<file path="src/rtl/aes_shift_mix_ark_pkg.sv">
// Shared AES constants and the GF(2^8) doubling helper used by the
// ShiftRows/MixColumns/AddRoundKey pipeline.
package aes_pkg;

   localparam int         AES_W    = 128;
   localparam logic [7:0] AES_POLY = 8'h1B;

   typedef logic [AES_W-1:0] aes_state_t;
   typedef logic [3:0]       aes_tag_t;

   // Multiply by x in GF(2^8) modulo x^8+x^4+x^3+x+1
   function automatic logic [7:0] xtime(input logic [7:0] b);
      return {b[6:0], 1'b0} ^ (b[7] ? AES_POLY : 8'h00);
   endfunction

endpackage

</file>
<file path="src/rtl/aes_shift_mix_ark_if.sv">
// Beat-level valid/ready bus of the round stage: input beat (state, key,
// last flag, tag) on one side, keyed round output on the other.
interface aes_shift_mix_ark_if;
   import aes_pkg::*;

   logic       in_valid;
   logic       in_ready;
   aes_state_t state_in;
   aes_state_t round_key;
   logic       last_round;
   aes_tag_t   round_in;
   logic       out_valid;
   logic       out_ready;
   aes_state_t state_out;
   aes_tag_t   round_out;

   modport slave (
      input  in_valid, state_in, round_key, last_round, round_in, out_ready,
      output in_ready, out_valid, state_out, round_out
   );

   modport master (
      output in_valid, state_in, round_key, last_round, round_in, out_ready,
      input  in_ready, out_valid, state_out, round_out
   );

endinterface

</file>
<file path="src/rtl/aes_shift_mix_ark_mixcolumn.sv">
// One MixColumns column: 4 bytes (row 0 in the MSBs) through the
// circulant matrix [2 3 1 1; 1 2 3 1; 1 1 2 3; 3 1 1 2] over GF(2^8).
module aes_mixcolumn
   import aes_pkg::*;
(
   input  logic [31:0] i_col,
   output logic [31:0] o_col
);

   logic [7:0] w_a0, w_a1, w_a2, w_a3;
   logic [7:0] w_x0, w_x1, w_x2, w_x3;

   assign w_a0 = i_col[31:24];
   assign w_a1 = i_col[23:16];
   assign w_a2 = i_col[15:8];
   assign w_a3 = i_col[7:0];

   assign w_x0 = xtime(w_a0);
   assign w_x1 = xtime(w_a1);
   assign w_x2 = xtime(w_a2);
   assign w_x3 = xtime(w_a3);

   // 3*a is expressed as xtime(a) ^ a
   assign o_col[31:24] = w_x0 ^ (w_x1 ^ w_a1) ^ w_a2 ^ w_a3;
   assign o_col[23:16] = w_a0 ^ w_x1 ^ (w_x2 ^ w_a2) ^ w_a3;
   assign o_col[15:8]  = w_a0 ^ w_a1 ^ w_x2 ^ (w_x3 ^ w_a3);
   assign o_col[7:0]   = (w_x0 ^ w_a0) ^ w_a1 ^ w_a2 ^ w_x3;

endmodule

</file>
<file path="src/rtl/aes_shift_mix_ark.sv">
// Two-stage AES round tail: S1 holds ShiftRows+MixColumns (bypassed on the
// final round) plus key and tag, S2 holds the AddRoundKey result.
module aes_shift_mix_ark
   import aes_pkg::*;
(
   input  logic                 clk,
   input  logic                 rst,
   input  logic                 sys_en,
   aes_shift_mix_ark_if.slave   bus
);

   aes_state_t w_sr;
   aes_state_t w_mix;
   aes_state_t w_s1_d;

   logic       w_adv_p2;
   logic       w_ld_p1;
   logic       w_in_fire;

   logic       r_vld_p1;
   aes_state_t r_state_p1;
   aes_state_t r_key_p1;
   aes_tag_t   r_round_p1;

   logic       r_vld_p2;
   aes_state_t r_state_p2;
   aes_tag_t   r_round_p2;

   // Byte (r,c) sits at index r+4c; row r rotates left by r columns
   for (genvar c = 0; c < 4; c++) begin : g_sr_col
      for (genvar r = 0; r < 4; r++) begin : g_sr_row
         assign w_sr[AES_W-1-8*(r+4*c) -: 8] =
            bus.state_in[AES_W-1-8*(r+4*((c+r)%4)) -: 8];
      end
   end

   for (genvar c = 0; c < 4; c++) begin : g_mix
      aes_mixcolumn u_mixcolumn (
         .i_col (w_sr[AES_W-1-32*c -: 32]),
         .o_col (w_mix[AES_W-1-32*c -: 32])
      );
   end

   assign w_s1_d = bus.last_round ? w_sr : w_mix;

   assign w_adv_p2  = sys_en & (~r_vld_p2 | bus.out_ready);
   assign w_ld_p1   = sys_en & ~rst & (~r_vld_p1 | w_adv_p2);
   assign w_in_fire = bus.in_valid & w_ld_p1;

   assign bus.in_ready  = w_ld_p1;
   assign bus.out_valid = r_vld_p2;
   assign bus.state_out = r_state_p2;
   assign bus.round_out = r_round_p2;

   always_ff @(posedge clk) begin
      if (rst) begin
         r_vld_p1 <= 1'b0;
         r_vld_p2 <= 1'b0;
      end else begin
         if (w_adv_p2) r_vld_p2 <= r_vld_p1;
         if (w_ld_p1)  r_vld_p1 <= bus.in_valid;
      end
   end

   // ---- S1: shifted/mixed state, key and tag of the accepted beat ----
   always_ff @(posedge clk) begin
      if (w_in_fire) begin
         r_state_p1 <= w_s1_d;
         r_key_p1   <= bus.round_key;
         r_round_p1 <= bus.round_in;
      end
   end

   // ---- S2: AddRoundKey result, held while downstream stalls ----
   always_ff @(posedge clk) begin
      if (rst) begin
         r_state_p2 <= '0;
         r_round_p2 <= '0;
      end else if (w_adv_p2 && r_vld_p1) begin
         r_state_p2 <= r_state_p1 ^ r_key_p1;
         r_round_p2 <= r_round_p1;
      end
   end

endmodule
</file>
<file path="src/flat_wrapper.sv">
// flat-port wrapper written by rule: the top's interface ports become plain ports
module aes_shift_mix_ark_flat import aes_pkg::*;
  (clk, rst, sys_en, bus_in_valid, bus_state_in, bus_round_key, bus_last_round, bus_round_in, bus_out_ready, bus_in_ready, bus_out_valid, bus_state_out, bus_round_out);
  aes_shift_mix_ark_if bus_i ();
  input  logic clk;
  input  logic rst;
  input  logic sys_en;
  input wire logic [$bits(bus_i.in_valid)-1:0] bus_in_valid;
  input wire logic [$bits(bus_i.state_in)-1:0] bus_state_in;
  input wire logic [$bits(bus_i.round_key)-1:0] bus_round_key;
  input wire logic [$bits(bus_i.last_round)-1:0] bus_last_round;
  input wire logic [$bits(bus_i.round_in)-1:0] bus_round_in;
  input wire logic [$bits(bus_i.out_ready)-1:0] bus_out_ready;
  output wire logic [$bits(bus_i.in_ready)-1:0] bus_in_ready;
  output wire logic [$bits(bus_i.out_valid)-1:0] bus_out_valid;
  output wire logic [$bits(bus_i.state_out)-1:0] bus_state_out;
  output wire logic [$bits(bus_i.round_out)-1:0] bus_round_out;
  assign bus_i.in_valid = bus_in_valid;
  assign bus_i.state_in = bus_state_in;
  assign bus_i.round_key = bus_round_key;
  assign bus_i.last_round = bus_last_round;
  assign bus_i.round_in = bus_round_in;
  assign bus_i.out_ready = bus_out_ready;
  assign bus_in_ready = bus_i.in_ready;
  assign bus_out_valid = bus_i.out_valid;
  assign bus_state_out = bus_i.state_out;
  assign bus_round_out = bus_i.round_out;
  aes_shift_mix_ark u_core (.clk(clk), .rst(rst), .sys_en(sys_en), .bus(bus_i));
endmodule
</file>
<file path="config.mk">
export PLATFORM = sky130hd
export DESIGN_NAME = aes_shift_mix_ark_flat
export DESIGN_NICKNAME = d
export VERILOG_FILES = /design/src/rtl/aes_shift_mix_ark_pkg.sv /design/src/rtl/aes_shift_mix_ark_if.sv /design/src/rtl/aes_shift_mix_ark_mixcolumn.sv /design/src/rtl/aes_shift_mix_ark.sv /design/src/flat_wrapper.sv
export SDC_FILE = /design/constraint.sdc
export NUM_CORES = 1
export LEC_CHECK = 0
export ABC_AREA = 0
export CAP_MARGIN = 20
export CORE_UTILIZATION = 55
export CTS_CLUSTER_DIAMETER = 80
export CTS_CLUSTER_SIZE = 8
export DETAILED_ROUTE_END_ITERATION = 8
export DONT_BUFFER_PORTS = 1
export PLACE_DENSITY = 0.76
export REMOVE_ABC_BUFFERS = 1
export SYNTH_ARGS = -nofsm -noshare
export SYNTH_HDL_FRONTEND = slang
export SYNTH_HIERARCHICAL = 1
export SYNTH_SLANG_ARGS = --single-unit
</file>
<file path="constraint.sdc">
create_clock -name clk -period 8 [get_ports clk]
set_clock_uncertainty 0.05 [all_clocks]
set_input_delay 1.6 -clock clk [delete_from_list [all_inputs] [get_ports clk]]
set_output_delay 1.6 -clock clk [all_outputs]
set_load 0.05 [all_outputs]
</file>
==> Word-level counts from Yosys, hierarchy flattened <==
Index checks and enable logic that the tools add are counted.
{ "totals": {"register_bits": 394, "input_bits": 266, "output_inout_bits": 134, "elab_cells": 115} }
{ "classes": {"mux": 17, "bitwise": 90, "reduce_logical": 1} }
{ "op_table": {"columns": ["op", "n"], "rows": [
  ["XOR 8 bit", 68],
  ["two-way mux 128 bit", 1],
  ["XOR 128 bit", 1],
  ["XOR 8 x 5 -> 8 bit", 12],
  ["two-way mux 5 bit", 16],
  ["bitwise AND 1 bit", 4],
  ["NOT 1 bit", 3],
  ["bitwise OR 1 bit", 2],
  ["logical AND 1 bit", 1]
]} }

==> Depth between registers and ports, before layout <==
Gate-level depths: netlist of the first run.
{ "logic_depth": {"ltp_word": 7, "mapped_depth": 6, "mapped_depth_nobuf": 3} }

==> Hierarchy <==
The synthesis of the first run kept the hierarchy.
{ "by_module_without_submodules": {"columns": ["module", "instances", "cells_per_inst", "area_each_um2", "seq_area_each_um2"], "rows": [
  ["aes_shift_mix_ark", 1, 1005, 15900.2, 10490.1],
  ["aes_mixcolumn", 4, 79, 1307.5, 0.0]
]} }

==> Worst setup path after synthesis of the first run <==
No wires, ideal clock.
{ "synth_timing": {"path_type": "in2reg", "start": "input bus_out_ready", "end": "register u_core.r_key_p1[0] (enable)", "setup_ns": 0.650, "t_arrival_ns": 9.130, "t_required_ns": 7.300, "setup_slack_ns": -1.831, "stages": 3, "n_path_buf": 0, "cell_sequence": "and2b_2 a211oi_1 and2_1"} }
{ "synth_via": {"elab_chain_cells": 5} }
{ "synth_lines": {"columns": ["element", "line", "rtl"], "rows": [
  ["start, declared", "flat_wrapper.sv:13", "input wire logic [$bits(bus_i.out_ready)-1:0] bus_out_ready;"],
  ["bitwise OR 1 bit", "aes_shift_mix_ark.sv:46", "assign w_adv_p2 = sys_en & (~r_vld_p2 | bus.out_ready);"],
  ["bitwise AND 1 bit", "aes_shift_mix_ark.sv:46", null],
  ["bitwise OR 1 bit", "aes_shift_mix_ark.sv:47", "assign w_ld_p1 = sys_en & ~rst & (~r_vld_p1 | w_adv_p2);"],
  ["bitwise AND 1 bit", "aes_shift_mix_ark.sv:47", null],
  ["named net bus_in_ready", "flat_wrapper.sv:14", "output wire logic [$bits(bus_i.in_ready)-1:0] bus_in_ready;"],
  ["bitwise AND 1 bit", "aes_shift_mix_ark.sv:48", "assign w_in_fire = bus.in_valid & w_ld_p1;"],
  ["named net u_core.w_in_fire", "aes_shift_mix_ark.sv:18", "logic w_in_fire;"],
  ["end signal, assigned", "aes_shift_mix_ark.sv:69", "r_key_p1 <= bus.round_key;"],
  ["end, declared", "aes_shift_mix_ark.sv:22", "aes_state_t r_key_p1;"]
]} }
The timed path passes the listed nets, and every way through them passes these cells.
A chain may end at the register's enable or synchronous reset.

==> Worst setup path in the final report of the first run <==
{ "layout_timing": {"start": "input bus_out_ready", "end": "output bus_in_ready"} }
{ "layout_via": {"elab_chain_cells": 4} }
{ "layout_lines": {"columns": ["element", "line"], "rows": [
  ["bitwise OR 1 bit", "aes_shift_mix_ark.sv:46"],
  ["bitwise AND 1 bit", "aes_shift_mix_ark.sv:46"],
  ["bitwise OR 1 bit", "aes_shift_mix_ark.sv:47"],
  ["bitwise AND 1 bit", "aes_shift_mix_ark.sv:47"],
  ["end, declared", "flat_wrapper.sv:14"]
]} }
No other way between the ends.

==> flow_summary_export.csv, run 1 <==
group,metric,value,unit
floorplan,io_pins,400,
sta,final.period_utilization,0.5406,
clocking,clk_latency,580,ps
yosys,yosysTopAreaCellShare,0.3695,
power,clock_power_share,0.395,
placed_design,io_buffers,0,
yosys,async_flop_share,0,
sta,fmax,231.2,MHz
grt,grt_usage,0.2195,
worst_setup_path,crit_chain,"and2b_2 -> a211oi_2",
detailed_routing,vias,10630,
finish,regArea,10490,um^2
worst_setup_path,start_kind,"input pin",
yosys,synth_cells,1321,
worst_setup_path,path_buf_inv,0,
job,cap_viol_max_count,0,
clocking,cts_tree,"built",
clocking,clock_path_buffers,3,
placed_design,place_hpwl,28.45,mm
yosys,ys_seq_area_frac,0.4964,
floorplan,die_x,198.0,um
worst_setup_path,end_kind,"output pin",
power,netSwitchingPower,1.277,mW
worst_setup_path,cp.depth,2,
detailed_routing,via_per_inst,5.719,
power,total_power,5.452,mW
power,leakagePower,8.537,nW
sta,rsz0062_at_grt,"no",
finish,syn_to_final_growth,8.461,%
finish,nNetsFinal,1560,
placed_design,placed_cell_area,21280,um^2
yosys,yosysTopAreaCell,"edfxtp_1",
grt,grt_pass1_wl,64.75,mm
power,p_comb_frac,0.149,
sta,fin_crit,4325,ps
power,power_density,237.9,nW/um^2
finish,fin_util,0.6070,
yosys,ys.flop_type,"edfxtp_1",
sta,finalHoldViolations,0,
clocking,cts_root_buf,"clkbuf_16",
clocking,cts_inserted_buffers,55,
yosys,syn-cell-area,21130,um^2
floorplan,coreArea,37760,um^2
worst_setup_path,r2r_setup_slack,4220,ps
worst_setup_path,crit_fanout,7,
placed_design,globalplace.congestion,0.7774,
clocking,holdBufCountCts,0,
worst_setup_path,r2r_end,"u_core/r_key_p1[124]",
worst_setup_path,r2r-start,"u_core/bus.out_valid",
detailed_routing,drt_iter0_drc,473,
detailed_routing,postRouteAntennaNets,0,
worst_setup_path,cp_slowest_cell,"a211oi_2",
sta,setup_viol,0,
clocking,cts_num_sinks,394,
sta,maxSlewViolCount,0,
sta,tightest_slew,942.3,ps
yosys,synth_seq_cells,394,
yosys,synth_edf_count,260,
yosys,yosysMostFrequentCell,"edfxtp_1",
power,p_sw_frac,0.2342,
grt,antenna_found_initial,10,
clocking,post_cts_buffers,0,
finish,layoutNonFillerInstCount,1859,
worst_setup_path,worst_path_largest_cell_delay,820,ps
floorplan,die_area,39210,um^2
yosys,synthTopCellsByArea,"edfxtp_1 (37%), xnor3_1 (14%), dfxtp_1 (13%)",
sta,relSlewSlack,0.3706,
clocking,htreeDepth,2,
placed_design,post-place-ws,3223,ps
floorplan,rows,71,
clocking,cts_resized,0,
worst_setup_path,crit_type,"in -> out",
detailed_routing,drc_errors,0,
detailed_routing,routed_wirelength,43.57,mm
placed_design,place_inst,1747,
grt,grt_overflow_total,0,
floorplan,die_h,198.0,um
floorplan,initial_core_util,0.5597,
power,internal-power,4.175,mW
outcome,status,"completed",
yosys,ys.warnings.count,6,
detailed_routing,wire_per_inst,23.44,um
yosys,synth.distinct_cells,28,
worst_setup_path,worstSetupStartpoint,"bus_out_ready",
hold_path,hp-class,"reg -> reg",
yosys,netlist_top_cells_count,"edfxtp_1 (260), xnor2_1 (188), xnor3_1 (136), dfxtp_1 (134), mux2_2 (128)",
power,seq_power_share,0.456,
yosys,syn_area_per_cell,16.00,um^2
detailed_routing,drt-pass1-iter-count,5,
finish,finalInstanceArea,22920,um^2
worst_setup_path,cp.arrival,2680,ps
finish,multiInputGateArea,10070,um^2
worst_setup_path,critPathCapture,"bus_in_ready",
clocking,cts.clk_slew.worst_paths,50,ps
power,irDropWorstVdd,0.0001736,V
grt,grt_pass1_vias,10920,
finish,drive_gt1_frac,0.2698,
sta,worst_slack,3675,ps
worst_setup_path,critPathTopFamily,"compound AO/OA/AOI/OAI gates",
grt,grt_max_degree,143,
finish,fill_cells,2804,
worst_setup_path,worst_ep_required_time,6350,ps
worst_setup_path,r2r_cells,4,
[power groups by stage]
stage	Sequential (mW)	Clock [mW]	Combinational, mW
after global placement	2.52	0	0.786
after detailed placement	2.53	0	0.803
after CTS	2.49	2.21	0.815
final	2.49	2.15	0.811
after floorplan	2.52	0	0.710
after global routing	2.50	2.28	0.869
[worst min-delay path by stage]
stage | startpoint | to | slack, ps | depth (start not counted)
after detailed placement | u_core/r_round_p1[3] | u_core/bus.round_out[3] | 460 | 2
final | u_core/r_round_p1[3] | u_core/bus.round_out[3] | 470 | 2
after floorplan | u_core/r_vld_p1 | u_core/r_vld_p1 | 420 | 2
after CTS | u_core/r_round_p1[3] | u_core/bus.round_out[3] | 480 | 2
after global placement | u_core/r_round_p1[0] | u_core/bus.round_out[0] | 450 | 2
after global routing | u_core/r_round_p1[1] | u_core/bus.round_out[1] | 500 | 2
[state kept, by name, indices dropped and copies added (netlist names)]
signal	flops
u_core/bus.out_valid	1
u_core/bus.state_out	128
u_core/r_state_p1	128
u_core/bus.round_out	4
u_core/r_key_p1	128
u_core/r_vld_p1	1
u_core/r_round_p1	4
[final cells by class]
| class | instances | share of cell area |
|---|---|---|
| Clock inverter | 1 | 0.0003822 |
| Timing Repair Buffer | 9 | 0.004040 |
| Clock buffer | 100 | 0.06928 |
| Inverter | 1 | 0.0001638 |
| Multi-Input combinational cell | 833 | 0.4394 |
| Tap cell | 511 | 0.02790 |
| Sequential cell | 394 | 0.4577 |
| Antenna cell | 10 | 0.001092 |
[stage by stage]
| step | setup TNS (ps) | hold slack, ps |
|---|---|---|
| finish | 0 | 473.3 |
| global route | 0 | 502.4 |
| CTS | 0 | 477.0 |
| detailed placement | 0 | 461.6 |
| global placement | 0 | 448.9 |
| floorplan | -493070 | 415.8 |
[layout by cell type, fill, tap and decap left out]
cell type	count
inv_1	1
clkinv_4	1
nand2_1	3
nor2_1	1
xor3_4	4
buf_12	2
o21ai_0	5
xnor2_1	188
edfxtp_1	260
buf_4	7
clkbuf_1	43
and2_4	2
nand3_1	4
a21oi_2	70
and2b_2	1
xnor2_2	16
nor2_4	1
a211oi_1	58
a21oi_1	64
clkbuf_16	57
mux2_2	128
diode_2	10
nand2b_4	1
xnor3_1	136
xor2_1	48
xor3_1	32
dfxtp_1	134
a211oi_2	71
[routing by layer]
metal,part of all wire,up-vias,global-route usage
met5,0.00048,-,0
li1,-,4872,-
met1,0.40,5329,0.2711
met4,0.033,4,0.09963
met3,0.082,88,0.07256
met2,0.48,339,0.3508
[cell families (layout without fill, tap and decap cells)]
group,Yosys count,count (layout),synth area share
AO/OA/AOI/OAI,268,268,0.1078
flip-flops,394,394,0.4964
multiplexers,128,128,0.06821
buffers and inverters,94,111,0.02813
AND/OR/NAND/NOR,13,13,0.003139
other,0,10,0
XOR/XNOR,424,424,0.2963
(Power assumes the default switching activity.)
==> run 2: changes to the inputs <==
Settings changed: PLACE_DENSITY 0.76 to 0.73.
Clock period 8 ns to 4.05 ns, I/O delays scaled along.
==> run 2 against run 1 <==
Compared with the run above: setup slack worse by 2400 ps; critical path type is now reg -> out; critical endpoint unchanged; non-clock buffer count up 7; die area is the same.
==> flow_summary_export.csv, run 2 (synthesized netlist as in run 1, its figures left out) <==
group,metric,value,unit
grt,grt_max_degree,136,
worst_setup_path,r2r_cells,5,
worst_setup_path,start_kind,"flip-flop",
floorplan,die_h,198.0,um
detailed_routing,drt-pass1-iter-count,5,
placed_design,globalplace.congestion,0.8046,
clocking,cts_tree,"built",
sta,fmax,359.8,MHz
clocking,cts.clk_slew.worst_paths,50,ps
floorplan,io_pins,400,
power,power_density,465.3,nW/um^2
clocking,clk_latency,580,ps
clocking,clock_path_buffers,3,
sta,rsz0062_at_grt,"no",
placed_design,io_buffers,0,
finish,drive_gt1_frac,0.2729,
sta,worst_slack,1271,ps
clocking,cts_resized,0,
worst_setup_path,crit_type,"reg -> out",
clocking,cts_root_buf,"clkbuf_16",
sta,setup_viol,0,
finish,syn_to_final_growth,8.770,%
placed_design,place_hpwl,29.42,mm
sta,relSlewSlack,0.4261,
detailed_routing,postRouteAntennaNets,0,
clocking,post_cts_buffers,0,
clocking,holdBufCountCts,0,
finish,regArea,10490,um^2
hold_path,holdPathStages,1,
grt,grt_pass1_vias,11040,
finish,fin_util,0.6087,
sta,fin_crit,2779,ps
floorplan,initial_core_util,0.5597,
sta,tightest_slew,860.8,ps
worst_setup_path,cp.arrival,1920,ps
grt,grt_pass1_wl,66.03,mm
sta,finalHoldViolations,0,
finish,multiInputGateArea,10070,um^2
outcome,status,"completed",
detailed_routing,drt_iter0_drc,478,
detailed_routing,wire_per_inst,23.52,um
grt,grt_usage,0.2219,
power,leakagePower,8.573,nW
clocking,cts_inserted_buffers,55,
floorplan,die_area,39210,um^2
sta,holdWs,266.1,ps
grt,grt_overflow_total,0,
worst_setup_path,worst_ep_required_time,3190,ps
floorplan,rows,71,
worst_setup_path,crit_fanout,7,
clocking,cts_num_sinks,394,
finish,layoutNonFillerInstCount,1861,
floorplan,die_x,198.0,um
placed_design,place_inst,1755,
finish,nNetsFinal,1567,
detailed_routing,routed_wirelength,43.77,mm
sta,maxSlewViolCount,0,
power,irDropWorstVdd,0.0003559,V
worst_setup_path,r2r_setup_slack,1320,ps
placed_design,post-place-ws,1103,ps
power,total_power,10.69,mW
floorplan,coreArea,37760,um^2
grt,antenna_found_initial,10,
detailed_routing,vias,10610,
detailed_routing,drc_errors,0,
hold_path,hp-class,"in -> reg",
finish,final_cell_mix,"edfxtp_1 (260), xnor2_1 (188), xnor3_1 (136)",
finish,layout_commonest_cell,"edfxtp_1",
sta,final.period_utilization,0.6862,
detailed_routing,via_per_inst,5.699,
clocking,htreeDepth,2,
worst_setup_path,end_kind,"output pin",
job,cap_viol_max_count,0,
finish,fill_cells,2769,
## run 2: cell count changes in the layout (fill, tap and decap cells not counted), sizes merged
cell / change
buf: +7
clkbuf: -1
diode: -5
inv: +1
## run 2: metrics by stage
stage               TNS (ps)  instance area, um^2
global route               0                22980
floorplan           -1722390                20540
CTS                        0                22970
finish                     0                22980
detailed placement         0                21410
global placement           0                21410
## run 2: cell type report
cell class / instances / share of cell area
antenna: 5 / 0.0005444
tap: 511 / 0.02782
inverter: 1 / 0.0001633
clock buffer: 99 / 0.06707
sequential: 394 / 0.4564
clock inverter: 2 / 0.0007622
multi-input combinational: 833 / 0.4382
timing repair buffer: 16 / 0.009037
## run 2: report_power, final
part / internal (mW) / total, mW / switching, mW
clock: 2.53 / 4.18 / 1.65
sequential: 4.58 / 4.91 / 0.328
combinational: 1.07 / 1.61 / 0.537
total: 8.18 / 10.7 / 2.51
## run 2: critical path, stage by stage, from the launching register on
cell and delay [ps]:
dfxtp_1 710, and2b_2 350, a211oi_2 90, buf_4 200
## run 2: path summary, 6_finish.rpt
check	start	end
min reg2reg	u_core/r_round_p1[1]	u_core/bus.round_out[1]
min	rst	u_core/bus.state_out[58]
max reg2reg	u_core/bus.out_valid	u_core/r_state_p1[16]
max	u_core/bus.out_valid	bus_in_ready
## run 2: metal layers
layer  part of all wire  track usage  routed length [um]  vias up
met5            0.00050            0                  22        -
met4              0.026      0.08814                1120        4
met3              0.086      0.07443                3754       73
met2               0.49       0.3568               21340      358
met1               0.40       0.2763               17530     5277
li1                   -            -                   -     4893
==> RTL change, RTL diff (config.mk and constraints of run 1) <==
Reset style: asynchronous (`rst`), changed in 2 clocked blocks.
--- a/src/rtl/aes_shift_mix_ark.sv
+++ b/src/rtl/aes_shift_mix_ark.sv
@@ -52,7 +52,7 @@
    assign bus.state_out = r_state_p2;
    assign bus.round_out = r_round_p2;
 
-   always_ff @(posedge clk) begin
+   always_ff @(posedge clk or posedge rst) begin
       if (rst) begin
          r_vld_p1 <= 1'b0;
          r_vld_p2 <= 1'b0;
@@ -72,7 +72,7 @@
    end
 
    // ---- S2: AddRoundKey result, held while downstream stalls ----
-   always_ff @(posedge clk) begin
+   always_ff @(posedge clk or posedge rst) begin
       if (rst) begin
          r_state_p2 <= '0;
          r_round_p2 <= '0;
Formal check against the unedited RTL: differs if rst is asserted again (counterexample within 4 cycles, from zero or initial values and one cycle with rst high); with rst held inactive, the same outputs for 4 cycles.
==> RTL change against run 1 <==
- synthesized cell count is 14% lower
- sequential cell count unchanged
- wire length down 7.9%
- setup slack better by 0.58 ns
- power grew 28%
- combinational power grew 36%
- area after synthesis shrank 0.13%
- highest routed layer unchanged
- design area rose by 0.51%
- largest power group unchanged
==> RTL change: results (changes against run 1) <==
Outcome
  • Status: finished, final reports clean

Global route
  • First-pass GRT wire length: 60350 µm (-6.8%)
  • Largest net degree at the start of global routing: 171 (+20%)
  • Initial antenna violation count: 9 (-1)
  • Tot GR Track Use: 0.2052 (-0.01437)
  • Vias in the first global route: 10.00k (-8.4%)

Detailed routing
  • Drt wl/cell: 23.47 µm (+0.14%)
  • Initial DRC count: 374 (-21%)
  • DR vias: 9231 (-13%)
  • Drt first pass iters: 4 (-1)

Synthesis
  • Xor/xnor cell area share of the yosys netlist: 0.2967 (+0.0003865)
  • Distinct cells, synth: 25 (-11%)
  • Area contributors post-synth: edfxtp_1 37%, dfrtp_1 16%, xnor3_1 15%
  • Post-synthesis sequential area ratio: 0.5289 (+0.03243)
  • Top cell types by occurrence after synthesis: 260 x edfxtp_1, 180 x mux2_2, 176 x xor2_1, 136 x xnor3_1, 134 x dfrtp_1
  • Adder-cell area share of the yosys netlist: 0 (unchanged)
  • Post-synth EDFFs: 260 (unchanged)
  • Mux contribution to synthesized area: 0.1530 (+0.08476)
  • Compound-gate portion of the synthesized area: 0.001127 (-0.1066)
  • Warnings from Yosys: 6 (unchanged)
  • Synth async-reset ratio: 0.3401 (+0.3401)

Finish
  • # fillers: 2672 (-4.7%)
  • Share of layout cells above drive strength 1: 0.2904 (+0.02057)
  • Nets: 1418 (-9.1%)

Clocking
  • Clock-pin slew on the worst setup and hold paths: 0.05 ns (about the same)
  • Clock root cell: clkbuf_16
  • Total CTS buffers: 55 (unchanged)
  • Worst-case clock buffer depth: 3 (unchanged)
  • Post_cts resized: 0 (unchanged)
  • Number of setup buffers added after CTS: 0 (unchanged)
  • Worst-Skew Late Latency: 0.58 ns (about the same)
  • H-Tree Depth: 2 (unchanged)

Setup path
  • Arr. time, crit path: 2.10 ns (-0.58 ns)
  • Max FO, Critical Path: 3 (-4)

Place
  • DPL Wire Length: 26420 µm (-7.1%)
  • PortBufs: 0 (unchanged)
  • GP Congestion: 0.8039 (+3.4%)

Min path
  • Hold Path Class: flop to flop

Pwr
  • P_leak: 9.735 nW (+14%)
  • Max VDD drop: 189.4 µV (+9.1%)

STA
  • Slew HR: 0.3269 (-0.04372)
[RTL change: cell types whose count changed in the layout (fill, tap and decap cells not counted), moves of 63 or more]
cell,delta
a21oi_2,-70
dfxtp_1,-134
a21oi_1,-63
mux2_4,+80
dfrtp_1,+134
a211oi_2,-71
xnor2_1,-128
xor2_1,+128
[RTL change: routing by layer]
layer | GRT usage | part of all wire
met1 | 0.2579 | 0.41
met2 | 0.3192 | 0.47
met3 | 0.08431 | 0.095
met4 | 0.07465 | 0.024
met5 | 0 | 0.0019
[RTL change: where the power goes]
| part | switching, mW | total [mW] | leakage, nW | internal [mW] |
|---|---|---|---|---|
| clock network | 0.852 | 2.17 | 0.756 | 1.32 |
| logic | 0.329 | 1.10 | 5.02 | 0.774 |
| registers | 1.19 | 3.71 | 3.96 | 2.52 |
| total | 2.37 | 6.98 | 9.74 | 4.61 |
[RTL change: critical path, stage by stage]
cell and delay (ns):
nand2b_1 0.15, a21oi_1 0.12, buf_4 0.22
[RTL change: cells by family (layout without fill, tap and decap cells)]
| group | Yosys count | count (layout) |
|---|---|---|
| buf+inv | 50 | 107 |
| flops | 394 | 394 |
| compound gates | 4 | 4 |
| simple gates | 6 | 6 |
| xor+xnor | 424 | 424 |
| mux | 260 | 260 |
| other cells | 0 | 3 |
[RTL change: worst paths after layout]
check,slack [ns],end,cells past startpoint,start
min reg2reg,0.44,u_core/bus.round_out[3],1,u_core/r_round_p1[3]
max,4.25,bus_in_ready,3,rst
min,0.44,u_core/bus.round_out[3],1,u_core/r_round_p1[3]
max reg2reg,5.19,u_core/r_state_p1[107],5,u_core/bus.out_valid
min in group asynchronous,0.92,u_core/bus.state_out[88],1,rst
max in group asynchronous,5.49,u_core/bus.round_out[0],2,rst
[RTL change: layout make-up]
| type | count | share of cell area |
|---|---|---|
| antenna | 3 | 0.0003259 |
| clock buffer | 99 | 0.06876 |
| clock inverter | 1 | 0.0003802 |
| inverter | 2 | 0.0005432 |
| multi-input combinational | 694 | 0.4150 |
| sequential | 394 | 0.4845 |
| tap | 511 | 0.02776 |
| timing repair buffer | 5 | 0.002716 |
[RTL change: stage by stage]
step                setup slack (ns)  instance area (µm²)  instances    util  setup TNS [ns]
finish                         4.250                23040       1709  0.6101               0
CTS                            4.257                23030       1706  0.6099               0
global placement               4.235                21440       1606  0.5678               0
detailed placement             4.250                21440       1606  0.5678               0
global route                   4.219                23030       1707  0.6100               0
floorplan                     -1.258                20730       1090       -         -327.06
